## config.mk

```make
export PLATFORM = sky130hd
export DESIGN_NAME = pulse_train_gen
export DESIGN_NICKNAME = d
export VERILOG_FILES = /design/src/rtl/pulse_pkg.sv /design/src/rtl/pulse_down_counter.sv /design/src/rtl/pulse_train_gen.sv
export SDC_FILE = /design/constraint.sdc
export NUM_CORES = 1
export LEC_CHECK = 0
export BUFFER_PORTS_ARGS = -buffer_cell sky130_fd_sc_hd__buf_2
export CORE_MARGIN = 4
export CORE_UTILIZATION = 50
export CTS_BUF_LIST = sky130_fd_sc_hd__clkbuf_4 sky130_fd_sc_hd__clkbuf_8 sky130_fd_sc_hd__clkbuf_16
export CTS_CLUSTER_DIAMETER = 30
export CTS_CLUSTER_SIZE = 12
export DETAILED_ROUTE_END_ITERATION = 16
export PLACE_DENSITY_LB_ADDON = 0.05
export RECOVER_POWER = 100
export SKIP_LAST_GASP = 1
export SYNTH_ARGS = -nofsm -noshare
export SYNTH_HDL_FRONTEND = slang
export SYNTH_SLANG_ARGS = --single-unit
```

## constraint.sdc

```tcl
create_clock -name clk -period 1.9 [get_ports clk]
set_clock_uncertainty 0.05 [all_clocks]
set_input_delay 0.19 -clock clk [delete_from_list [all_inputs] [get_ports clk]]
set_output_delay 0.19 -clock clk [all_outputs]
set_load 0.01 [all_outputs]
```

## src/rtl/pulse_pkg.sv

```systemverilog
// Shared types and helpers for the pulse-train generator.
package pulse_pkg;

  localparam int CNT_W_DEF = 8;

  typedef enum logic [1:0] {
    IDLE = 2'd0,
    HIGH = 2'd1,
    LOW  = 2'd2
  } state_t;

  // Phase lengths of 0 are meaningless; clamp them to one cycle.
  function automatic logic [31:0] max1(input logic [31:0] x);
    return (x == 32'd0) ? 32'd1 : x;
  endfunction

endpackage

```

## src/rtl/pulse_down_counter.sv

```systemverilog
// Loadable down-counter with a "reads one" flag; used for both the
// per-phase cycle count and the remaining-pulse count.
module pulse_down_counter #(
  parameter int CNT_W = 8
) (
  input  logic             clk,
  input  logic             reset,
  input  logic             load,
  input  logic             en,
  input  logic [CNT_W-1:0] load_val,
  output logic [CNT_W-1:0] value,
  output logic             last
);

  // Load has priority over decrement; the counter parks at zero.
  always_ff @(posedge clk) begin
    if (reset)
      value <= '0;
    else if (load)
      value <= load_val;
    else if (en && (value != '0))
      value <= value - 1'b1;
  end

  assign last = (value == CNT_W'(1));

endmodule

```

## src/rtl/pulse_train_gen.sv

```systemverilog
// Pulse-train generator: on start, emits N pulses of W high cycles
// separated by G low cycles, then strobes done.
module pulse_train_gen
  import pulse_pkg::*;
#(
  parameter int CNT_W = CNT_W_DEF
) (
  input  logic             clk,
  input  logic             reset,
  input  logic             start,
  input  logic [CNT_W-1:0] width,
  input  logic [CNT_W-1:0] gap,
  input  logic [CNT_W-1:0] count,
  input  logic             abort,
  output logic             pulse_out,
  output logic             busy,
  output logic             done,
  output logic [CNT_W-1:0] pulses_left
);

  state_t           state, state_nx;
  logic [CNT_W-1:0] w_lat, g_lat;
  logic [CNT_W-1:0] w_in, g_in;
  logic             latch;
  logic             done_nx;

  logic             ph_load, ph_en, ph_last;
  logic [CNT_W-1:0] ph_val, ph_value;
  logic             pc_load, pc_en, pc_last;
  logic [CNT_W-1:0] pc_val;

  assign w_in = CNT_W'(max1(32'(width)));
  assign g_in = CNT_W'(max1(32'(gap)));

  // Cycles remaining in the current high or low phase.
  pulse_down_counter #(.CNT_W(CNT_W)) u_phase (
    .clk      (clk),
    .reset    (reset),
    .load     (ph_load),
    .en       (ph_en),
    .load_val (ph_val),
    .value    (ph_value),
    .last     (ph_last)
  );

  // Pulses not yet finished; its value is the pulses_left output.
  pulse_down_counter #(.CNT_W(CNT_W)) u_pulses (
    .clk      (clk),
    .reset    (reset),
    .load     (pc_load),
    .en       (pc_en),
    .load_val (pc_val),
    .value    (pulses_left),
    .last     (pc_last)
  );

  // Next-state and counter control; abort beats everything while busy.
  always_comb begin
    state_nx = state;
    latch    = 1'b0;
    done_nx  = 1'b0;
    ph_load  = 1'b0;
    ph_en    = 1'b0;
    ph_val   = w_lat;
    pc_load  = 1'b0;
    pc_en    = 1'b0;
    pc_val   = '0;
    case (state)
      IDLE: begin
        if (start && !abort) begin
          if (count != '0) begin
            state_nx = HIGH;
            latch    = 1'b1;
            ph_load  = 1'b1;
            ph_val   = w_in;
            pc_load  = 1'b1;
            pc_val   = count;
          end else begin
            // Empty train: complete immediately without going busy.
            done_nx = 1'b1;
          end
        end
      end
      HIGH: begin
        if (abort) begin
          state_nx = IDLE;
          ph_load  = 1'b1;
          ph_val   = '0;
          pc_load  = 1'b1;
        end else if (ph_last) begin
          pc_en = 1'b1;
          if (pc_last) begin
            // Last pulse: no trailing gap.
            state_nx = IDLE;
            done_nx  = 1'b1;
          end else begin
            state_nx = LOW;
            ph_load  = 1'b1;
            ph_val   = g_lat;
          end
        end else begin
          ph_en = 1'b1;
        end
      end
      LOW: begin
        if (abort) begin
          state_nx = IDLE;
          ph_load  = 1'b1;
          ph_val   = '0;
          pc_load  = 1'b1;
        end else if (ph_last) begin
          state_nx = HIGH;
          ph_load  = 1'b1;
          ph_val   = w_lat;
        end else begin
          ph_en = 1'b1;
        end
      end
      default: state_nx = IDLE;
    endcase
  end

  // State register, latched train parameters and registered outputs.
  always_ff @(posedge clk) begin
    if (reset) begin
      state     <= IDLE;
      w_lat     <= '0;
      g_lat     <= '0;
      done      <= 1'b0;
      pulse_out <= 1'b0;
      busy      <= 1'b0;
    end else begin
      state     <= state_nx;
      done      <= done_nx;
      pulse_out <= (state_nx == HIGH);
      busy      <= (state_nx != IDLE);
      if (latch) begin
        w_lat <= w_in;
        g_lat <= g_in;
      end
    end
  end

endmodule

```

==> results of run 1 <==
-- where the power goes --
part           total (mW)  switching, mW  internal, mW
logic               0.654          0.333         0.321
registers           0.877         0.0497         0.827
clock network       0.557          0.288         0.269
-- worst max-delay path: cells and delay by family (launching register included) --
kind | cells | cell delay (ps)
and+or+nand+nor | 3 | 870
AOI/OAI and AO/OA | 2 | 410
buffers and inverters | 1 | 180
DFF | 1 | 310
-- registers in the layout (all words and copies together), names as in the netlist --
register        flops
busy                1
done                1
g_lat               8
pulse_out           1
state               2
u_phase.value       8
u_pulses.value      8
w_lat               8
-- cell families (layout without fill, tap and decap cells) --
logic type                 after synthesis  after routing
and+or+nand+nor                        113            114
AOI/OAI and AO/OA                       74             74
DFF                                     37             37
buffers and inverters                   21            119
xor gates and xnor gates                13             13
adders and majority gates                8              8
muxes                                    4              4
-- final cells by class --
class / instances / area, um^2 / share of cell area, %
inverter: 10 / 37.54 / 1.184
multi-input combinational: 213 / 1598 / 50.41
clock inverter: 2 / 10.01 / 0.3158
clock buffer: 6 / 76.32 / 2.408
timing repair buffer: 101 / 639.4 / 20.17
tap: 52 / 65.06 / 2.053
sequential: 37 / 743.2 / 23.45
-- what timing repair did --
item / 4_1_cts / 5_1_grt
endpoints found under the setup margin: 17 / 17
gates resized for setup: 18 / 16
cloned: 1 / 0
buffers inserted: 8 / 1
pin swaps: 13 / 11
-- final timing paths --
kind                     start               end  slack, ps  cells past startpoint
max          u_pulses.value[5]  u_phase.value[5]        -70                      6
min                     gap[5]          g_lat[5]        100                      3
max reg2reg  u_pulses.value[5]  u_phase.value[5]        -70                      6
min reg2reg           w_lat[1]          w_lat[1]        410                      2
-- cell usage in the layout, fill, tap and decap left out, drive strengths merged, types with 3 or more instances in the layout --
| master | instances |
|---|---|
| a21oi | 26 |
| a221oi | 11 |
| a22oi | 3 |
| a311oi | 3 |
| buf | 91 |
| clkbuf | 16 |
| dfxtp | 37 |
| ha | 8 |
| inv | 10 |
| mux2 | 4 |
| nand2 | 40 |
| nand2b | 7 |
| nand3 | 4 |
| nand4 | 4 |
| nor2 | 17 |
| nor2b | 5 |
| nor3 | 11 |
| nor4 | 7 |
| nor4b | 6 |
| o21ai | 11 |
| o31ai | 7 |
| or3 | 3 |
| or4 | 4 |
| xnor2 | 8 |
| xor2 | 5 |
-- per-layer routing --
metal / vias to the layer above / wire [um]
li1: 1207 / -
met1: 1128 / 3197
met2: 118 / 2902
met3: 18 / 469
met4: 0 / 146
met5: - / 0
==> impl_results.md, run 1 <==
* Final wirelength at 6.717 mm
* Hold_buf cts at 0
* Flops & latches, synth at 37
* Nets at 404
* WP data required at 1990 ps
* DR vias/cell at 5.869
* H-tree levels at 2
* Num CTS Buffers at 5
* Top-area cell type share of the netlist area at 32.96%
* Placed cells at 403
* Worst setup SP type: register
* Setup CP Type: register to register
* Top post-synthesis cells by area: dfxtp_1 (33%), nand2_1 (6.7%), a21oi_1 (5.8%)
* Clk buf depth at 2
* Antenna diodes at 0
* Simple-Gate Fraction of Synth Area at 28.95%
* Unrepaired setup endpoints after global routing: true
* CP Max Fanout at 5
* CP Cell Sequence: or4_4 > nor4b_4 > buf_4 > nor2_4 > a221oi_2 > a221oi_1
* Status: finished with violations
* Non-filler cells in the finished layout at 421
* Synth Area per Inst at 8.323 um^2
* Seq/Total Area, Yosys at 32.96%
* Initial DRC count at 215
* Mapped Cells at 270
* Via Count at 2471
* Yosys cell types at 55
* FILL cells at 354
* CP peak stage delay at 580 ps
* 1st-pass router iterations at 5
* Met2 Track Usage GR at 36.27%
* Die Span Y at 75.04 um
* Synth async-reset ratio at 0%
* Hold Fails Final Rpt at 0
* Worst hold path class: primary input to register
* DR WL/cell at 15.95 um
* HPWL Detailed at 4.862 mm
* Max Clock Freq at 507.6 MHz
* Critical path arrival at 2060 ps
* Worst slack at placement at -286.8 ps
* Clk slew on worst S/H paths at 80 ps
* Final Util at 72.79%
* Warnings from Yosys at 0
* Post-Synth Adder-Cell Area at 4.454%
* Max_cap viols at 0
* Setup WS post-layout at -70.25 ps
* XOR/XNOR Fraction of Synth Area at 5.067%
* Mux contribution to synthesized area at 2.171%
* Tcrit/Tclk final at 103.7%
* Met1 global-route usage at 35.23%
* Synthesized Nets at 306
* Area Growth Syn to Fin at 41.04%
* Core box area at 4354 um^2
* CTS tree: built
* Slew Limit Fails at 0
* I/O pin cnt at 39
* Synthesized area at 2247 um^2
* Top FF cell, synth: dfxtp_1
* Overall power at 2.088 mW
* Compound-Gate Fraction of Synth Area at 22.66%
* TNS Setup at -280.1 ps
* Worst skew pair latency at 290 ps
* FP Rows at 24
* DIE AREA at 5631 um^2
* Final non-filler cell area at 3169 um^2
* Initial antenna violation count at 0
* Clk sinks at 37
* Leak at 1.260 nW
* Initial Util at 51.61%
* Antenna Violating Nets Remaining at 0
* Largest net degree at the start of global routing at 34
* PD cells at 658.8 nW/um^2
* Slew @ Worst Pin at 624.3 ps
* Rel. slew slack at 58.38%
* Setup-failing EPs final at 11
* Placed Area at 2874 um^2
* GP Congestion at 0.8593
* Overall routing resource usage at 24.44%
* First-pass GRT wire length at 10.58 mm
* Root buffer cell: clkbuf_8
* IO buf count at 38
* Largest family of logic cells by synthesized area: simple AND/OR/NAND/NOR gates
* Post-synth top area cell: dfxtp_1
* Vias in the first global route at 2208
* Final global-route overflow total at 0
* Slowest CP cell: or4_4
* Minimum clock period at 1970 ps
* Most common cell in the netlist: nand2_1
* Crit path capture type: register
* Failing checks: setup timing
* Hold_ws at 98.86 ps
* Max VDD drop at 0.6504 mV
* Post-synth EDFFs at 0
* Die W at 75.04 um
* Top cells by count, synth: nand2_1 (40), dfxtp_1 (37), a21oi_1 (26)
* Met3 usage at 4.940%
* Grt peak-use layer: met2
* DRC at 0
* Share of post-route cells with drive strength above 1 at 39.02%
No activity file was read; power rests on OpenSTA's default activity.
==> inputs of run 2 (changes only) <==
--- a/config.mk
+++ b/config.mk
@@ -5,7 +5,7 @@
 export SDC_FILE = /design/constraint.sdc
 export NUM_CORES = 1
 export LEC_CHECK = 0
-export BUFFER_PORTS_ARGS = -buffer_cell sky130_fd_sc_hd__buf_2
+export BUFFER_PORTS_ARGS = -buffer_cell sky130_fd_sc_hd__clkbuf_2
 export CORE_MARGIN = 4
 export CORE_UTILIZATION = 50
 export CTS_BUF_LIST = sky130_fd_sc_hd__clkbuf_4 sky130_fd_sc_hd__clkbuf_8 sky130_fd_sc_hd__clkbuf_16
==> run 2 against run 1 <==
The run still ends with setup timing left. Setup slack worse by 81 ps. Non-clock buffer count is 2 higher. Sequential share of layout area is 0.48 points lower. Global-route usage is 1.3 points higher. First-iteration DRC count is 31% lower. Die area stayed put. Power is 1.4% higher. Sequential power hardly changed. Final cell count is 0.24% higher. Flip-flop and latch count stayed put. Routed wire length is 1.1% higher. Critical path type unchanged. Critical endpoint is now u_pulses.value[1]. Highest routed layer unchanged.
==> impl_results.md, run 2 (synthesis results as in run 1) <==
* Status: finished with violations
* Worst hold path class: primary input to register
* Worst r2r path cells at 7 (+1)
* Setup WS post-layout at -151.4 ps (-81.18 ps)
* Initial antenna violation count at 0 (unchanged)
* Antenna diodes at 0 (unchanged)
* Slew Limit Fails at 0 (unchanged)
* 1st-pass router iterations at 4 (-1)
* Sequential share of power at 41.3% (-0.7 points)
* Unrepaired setup endpoints after global routing: true
* H-tree levels at 2 (unchanged)
* IO buf count at 38 (unchanged)
* Hold_ws at 77.19 ps (-21.67 ps)
* Min-Delay Path Depth at 3 (unchanged)
* Internal Power at 1.439 mW (+1.5%)
* Overall routing resource usage at 25.70% (+1.3 points)
* Final Util at 74.57% (+1.8 points)
* Tcrit/Tclk final at 108.0% (+4.3 points)
* Die W at 75.04 um (unchanged)
* Final wirelength at 6.792 mm (+1.1%)
* CTS tree: built
* Reg2reg start: u_pulses.value[5]
* Die Span Y at 75.04 um (unchanged)
* FP Rows at 24 (unchanged)
* Slowest CP cell: or4_4
* Worst skew pair latency at 290 ps (about the same)
* Clk slew on worst S/H paths at 70 ps (about the same)
* Nets at 405 (+0.25%)
* Via Count at 2406 (-2.6%)
* Core box area at 4354 um^2 (unchanged)
* Hold Fails Final Rpt at 0 (unchanged)
* Clk buf depth at 2 (unchanged)
* Comb power frac at 32.4% (+1.1 points)
* Commonest non-fill, non-tap cell in the layout: buf_4
* GP Congestion at 0.9527 (+11%)
* DR vias/cell at 5.701 (-2.9%)
* Failing checks: setup timing
* Initial DRC count at 148 (-31%)
* DIE AREA at 5631 um^2 (unchanged)
* Rel. slew slack at 52.20% (-6.2 points)
* Vias in the first global route at 2327 (+5.4%)
* DRC at 0 (unchanged)
* Setup-failing EPs final at 19 (+8)
* Root buffer cell: clkbuf_8
* PD cells at 652.3 nW/um^2 (-0.99%)
* Share of post-route cells with drive strength above 1 at 41.08% (+2.1 points)
* Hold_buf cts at 0 (unchanged)
* WP data required at 2040 ps (+50 ps)
* Worst setup SP type: register
* Setup CP Type: register to register
* CP peak stage delay at 570 ps (about the same)
* Leak at 1.275 nW (+1.2%)
* Final global-route overflow total at 0 (unchanged)
* Initial Util at 51.61% (unchanged)
* I/O pin cnt at 39 (unchanged)
* Area Growth Syn to Fin at 44.49%
* Non-filler cells in the finished layout at 422 (+0.24%)
* Minimum clock period at 2051 ps (+81.18 ps)
* HPWL Detailed at 4.983 mm (+2.5%)
* DR WL/cell at 16.09 um (+0.88%)
* FILL cells at 344 (-2.8%)
* Net Sw Frac at 32.08% (-0.076 points)
* Clk sinks at 37 (unchanged)
* NetSw at 679.4 uW (+1.2%)
* Buf+Inv Stages, Crit Path at 2 (+1)
* Crit path capture type: register
* Crit path from: u_pulses.value[5]
* CP Max Fanout at 6 (+1)
* Critical path arrival at 2190 ps (+130 ps)
* CP Cell Sequence: or4_4 > buf_4 > nor4b_4 > buf_4 > o21ai_0 > o311a_1 > o21ba_2
* First-pass GRT wire length at 10.90 mm (+2.9%)
* Max VDD drop at 0.4098 mV (-37%)
* Num CTS Buffers at 5 (unchanged)
* Largest net degree at the start of global routing at 19 (-44%)
* Family with the most delay on the worst path: simple AND/OR/NAND/NOR gates
* Hold wc startpoint: gap[5]
* Antenna Violating Nets Remaining at 0 (unchanged)
* Clock network power share at 26.3% (-0.4 points)
* Max Clock Freq at 487.5 MHz (-4.0%)
* CP Depth at 7 (+1)
* Max_cap viols at 0 (unchanged)
* Crit path top cell by count: buf_4
* Most frequent cells in the layout: buf_4 (55), nand2_1 (40), clkbuf_2 (34), dfxtp_1 (33), a21oi_1 (22)
* Slew @ Worst Pin at 717.0 ps (+92.76 ps)
* Placed cells at 407 (+0.99%)
[run 2: changes by cell type in the layout (fill, tap and decap cells not counted), sizes merged]
cell	before	now
clkbuf	16	50
nor2	17	16
buf	91	59
[run 2: power by group through the flow]
| stage | combinational, mW | clock [mW] | sequential [mW] |
|---|---|---|---|
| final | 0.686 | 0.556 | 0.876 |
| after global routing | 0.743 | 0.613 | 0.881 |
| after CTS | 0.640 | 0.565 | 0.870 |
| after detailed placement | 0.578 | 0 | 0.882 |
| after global placement | 0.572 | 0 | 0.882 |
| after floorplan | 0.323 | 0 | 0.888 |
[run 2: final cells by class]
| cell class | count | area, um^2 | share of cell area [%] |
|---|---|---|---|
| clock buffer | 6 | 76.32 | 2.351 |
| multi-input combinational | 212 | 1638 | 50.44 |
| clock inverter | 2 | 10.01 | 0.3083 |
| timing repair buffer | 103 | 674.4 | 20.77 |
| inverter | 10 | 37.54 | 1.156 |
| tap | 52 | 65.06 | 2.004 |
| sequential | 37 | 745.7 | 22.97 |
[run 2: routing by layer]
metal | global-route usage (%) | wire length (um) | share of wire (%)
met1 | 33.58 | 3051 | 45
met2 | 40.81 | 3236 | 48
met3 | 6.409 | 368 | 5.4
met4 | 9.684 | 136 | 2.0
met5 | 0 | 0 | 0
[run 2: worst min-delay path, stage by stage]
cell and delay (ps):
clkbuf_2 90, nand2_1 50, a21oi_1 50
[run 2: worst paths after layout]
path,endpoint,slack [ps]
max,u_pulses.value[1],-150
min,g_lat[5],80
max reg2reg,u_pulses.value[1],-150
min reg2reg,g_lat[7],420
[run 2: metrics by stage]
| step | power, mW | setup WS, ps | cell area (um^2) | setup TNS, ps |
|---|---|---|---|---|
| global placement | 1.454 | -144.4 | 2904 | -1246 |
| global route | 2.237 | -198.9 | 3247 | -3364 |
| floorplan | 1.211 | 2.452 | 2260 | 0 |
| CTS | 2.075 | -73.01 | 3147 | -259.2 |
| detailed placement | 1.461 | -159.9 | 2904 | -1520 |
| finish | 2.118 | -151.4 | 3247 | -1115 |
[run 2: repair_timing]
item | CTS | global route
setup endpoints to repair | 19 | 21
pin swaps | 16 | 11
setup buffers | 5 | 4
resized for setup | 29 | 21
==> inputs of run 3 (changes only) <==
--- a/config.mk
+++ b/config.mk
@@ -6,7 +6,7 @@
 export NUM_CORES = 1
 export LEC_CHECK = 0
 export BUFFER_PORTS_ARGS = -buffer_cell sky130_fd_sc_hd__clkbuf_2
-export CORE_MARGIN = 4
+export CORE_MARGIN = 8
 export CORE_UTILIZATION = 50
 export CTS_BUF_LIST = sky130_fd_sc_hd__clkbuf_4 sky130_fd_sc_hd__clkbuf_8 sky130_fd_sc_hd__clkbuf_16
 export CTS_CLUSTER_DIAMETER = 30
==> run 3 against run 2 <==
Routed wire length is 23% higher. The run still ends with setup timing left. Global-route usage is 5.3 points lower. Fmax is 1.4% lower. Critical path depth is 1 lower.
==> impl_results.md, run 3 (synthesis results as in run 1) <==
* Max Clock Freq at 480.9 MHz (-1.4%)
* Placed Area at 2904 um^2 (unchanged)
* Non-filler cells in the finished layout at 427 (+1.2%)
* Initial antenna violation count at 0 (unchanged)
* Unrepaired setup endpoints after global routing: true
* H-tree levels at 2 (unchanged)
* Rel. slew slack at 55.89% (+3.7 points)
* Setup WS post-layout at -179.6 ps (-28.15 ps)
* Core box area at 4354 um^2 (unchanged)
* PD cells at 657.8 nW/um^2 (+0.85%)
* Root buffer cell: clkbuf_8
* Initial DRC count at 176 (+19%)
* Share of post-route cells with drive strength above 1 at 48.00% (+6.9 points)
* Crit path capture type: register
* Worst hold path class: primary input to register
* Final non-filler cell area at 3440 um^2 (+5.9%)
* Via Count at 2613 (+8.6%)
* Largest net degree at the start of global routing at 19 (unchanged)
* Max VDD drop at 0.5122 mV (+25%)
* GP Congestion at 0.8475 (-11%)
* DR WL/cell at 19.60 um (+22%)
* Area Growth Syn to Fin at 53.06%
* Antenna diodes at 0 (unchanged)
* Setup-failing EPs final at 18 (-1)
* FILL cells at 286 (-17%)
* Slew Limit Fails at 0 (unchanged)
* Critical path arrival at 2200 ps (about the same)
* Nets at 411 (+1.5%)
* Slew @ Worst Pin at 661.6 ps (-55.38 ps)
* First-pass GRT wire length at 11.83 mm (+8.6%)
* WP data required at 2020 ps (-20 ps)
* Antenna Violating Nets Remaining at 0 (unchanged)
* Overall routing resource usage at 20.36% (-5.3 points)
* Clk buf depth at 2 (unchanged)
* DR vias/cell at 6.119 (+7.3%)
* Worst setup SP type: register
* DRC at 0 (unchanged)
* I/O pin cnt at 39 (unchanged)
* HPWL Detailed at 5.148 mm (+3.3%)
* Hold_ws at 83.44 ps (+6.246 ps)
* CP Cell Sequence: buf_4 > or3_4 > nor3_4 > nor2b_2 > mux2_4 > a221oi_1
* Num CTS Buffers at 5 (unchanged)
* Most frequent cells in the layout: buf_4 (59), nand2_1 (39), clkbuf_2 (34), dfxtp_1 (29), a21oi_1 (21)
* Commonest non-fill, non-tap cell in the layout: buf_4
* Final Util at 78.99% (+4.4 points)
* CP peak stage delay at 410 ps (-160 ps)
* Clk sinks at 37 (unchanged)
* Vias in the first global route at 2500 (+7.4%)
* Tcrit/Tclk final at 109.5% (+1.5 points)
* Slowest CP cell: or3_4
* FP Rows at 24 (unchanged)
* Die W at 83.04 um (+11%)
* Hold Fails Final Rpt at 0 (unchanged)
* 1st-pass router iterations at 4 (unchanged)
* Worst skew pair latency at 300 ps (about the same)
* Hold_buf cts at 0 (unchanged)
* Max_cap viols at 0 (unchanged)
* Failing checks: setup timing
* Clk slew on worst S/H paths at 70 ps (about the same)
* CTS tree: built
* IO buf count at 38 (unchanged)
* Final global-route overflow total at 0 (unchanged)
* Minimum clock period at 2080 ps (+28.15 ps)
* Status: finished with violations
* Die Span Y at 83.04 um (+11%)
* DIE AREA at 6896 um^2 (+22%)
* Final wirelength at 8.368 mm (+23%)
* CP Max Fanout at 4 (-2)
* Placed cells at 407 (unchanged)
* Leak at 1.325 nW (+4.0%)
* Setup CP Type: register to register
* Initial Util at 51.61% (unchanged)
run 3: final cells by class:
type	instances	area, um^2	share of cell area (%)
clock buffers	7	90.09	2.619
inverters	10	37.54	1.091
multi-input cells	213	1780	51.76
flip-flops and latches	37	750.7	21.83
well taps	52	65.06	1.892
repair buffers	108	715.7	20.81
run 3: critical path: cells and delay by family (launching register included):
kind / cells / cell delay [ps]
compound gates: 1 / 360
buf+inv: 1 / 140
flops: 1 / 360
mux: 1 / 300
simple gates: 3 / 730
run 3: power breakdown:
| group | switching [mW] | leakage (nW) | internal (mW) | total [mW] |
|---|---|---|---|---|
| logic | 0.412 | 0.972 | 0.385 | 0.797 |
| clock network | 0.277 | 0.0477 | 0.302 | 0.580 |
| registers | 0.0564 | 0.306 | 0.830 | 0.886 |
run 3: what timing repair did:
item / in CTS / in global routing
endpoints found under the hold margin: 0 / 0
cloned: 1 / 0
gates resized for setup: 34 / 49
setup endpoints to repair: 17 / 22
pin swaps: 10 / 35
buffers inserted: 7 / 8
run 3: metal layers:
layer	track usage [%]	part of all wire, %	wire [um]	vias up
li1	-	-	-	1213
met2	31.61	48	3998	120
met1	26.13	42	3520	1249
met3	4.688	6.3	531	31
met4	8.786	3.8	318	0
met5	0	0	0	-
run 3: per-stage QoR:
step	total power [mW]	TNS [ps]	setup slack, ps
after floorplan	1.211	0	2.452
after global placement	1.456	-1586	-172.8
after detailed placement	1.463	-2011	-184.9
after CTS	2.119	-313.6	-63.18
after global routing	2.356	-3226	-228.8
final	2.263	-1483	-179.6
run 3: final timing paths:
check / slack, ps / end / cells past startpoint / start
worst max-delay path: -180 / u_phase.value[1] / 6 / u_phase.value[3]
worst min register to register: 430 / w_lat[1] / 2 / w_lat[1]
worst min-delay path: 80 / g_lat[7] / 3 / gap[7]
worst max register to register: -180 / u_phase.value[1] / 6 / u_phase.value[3]
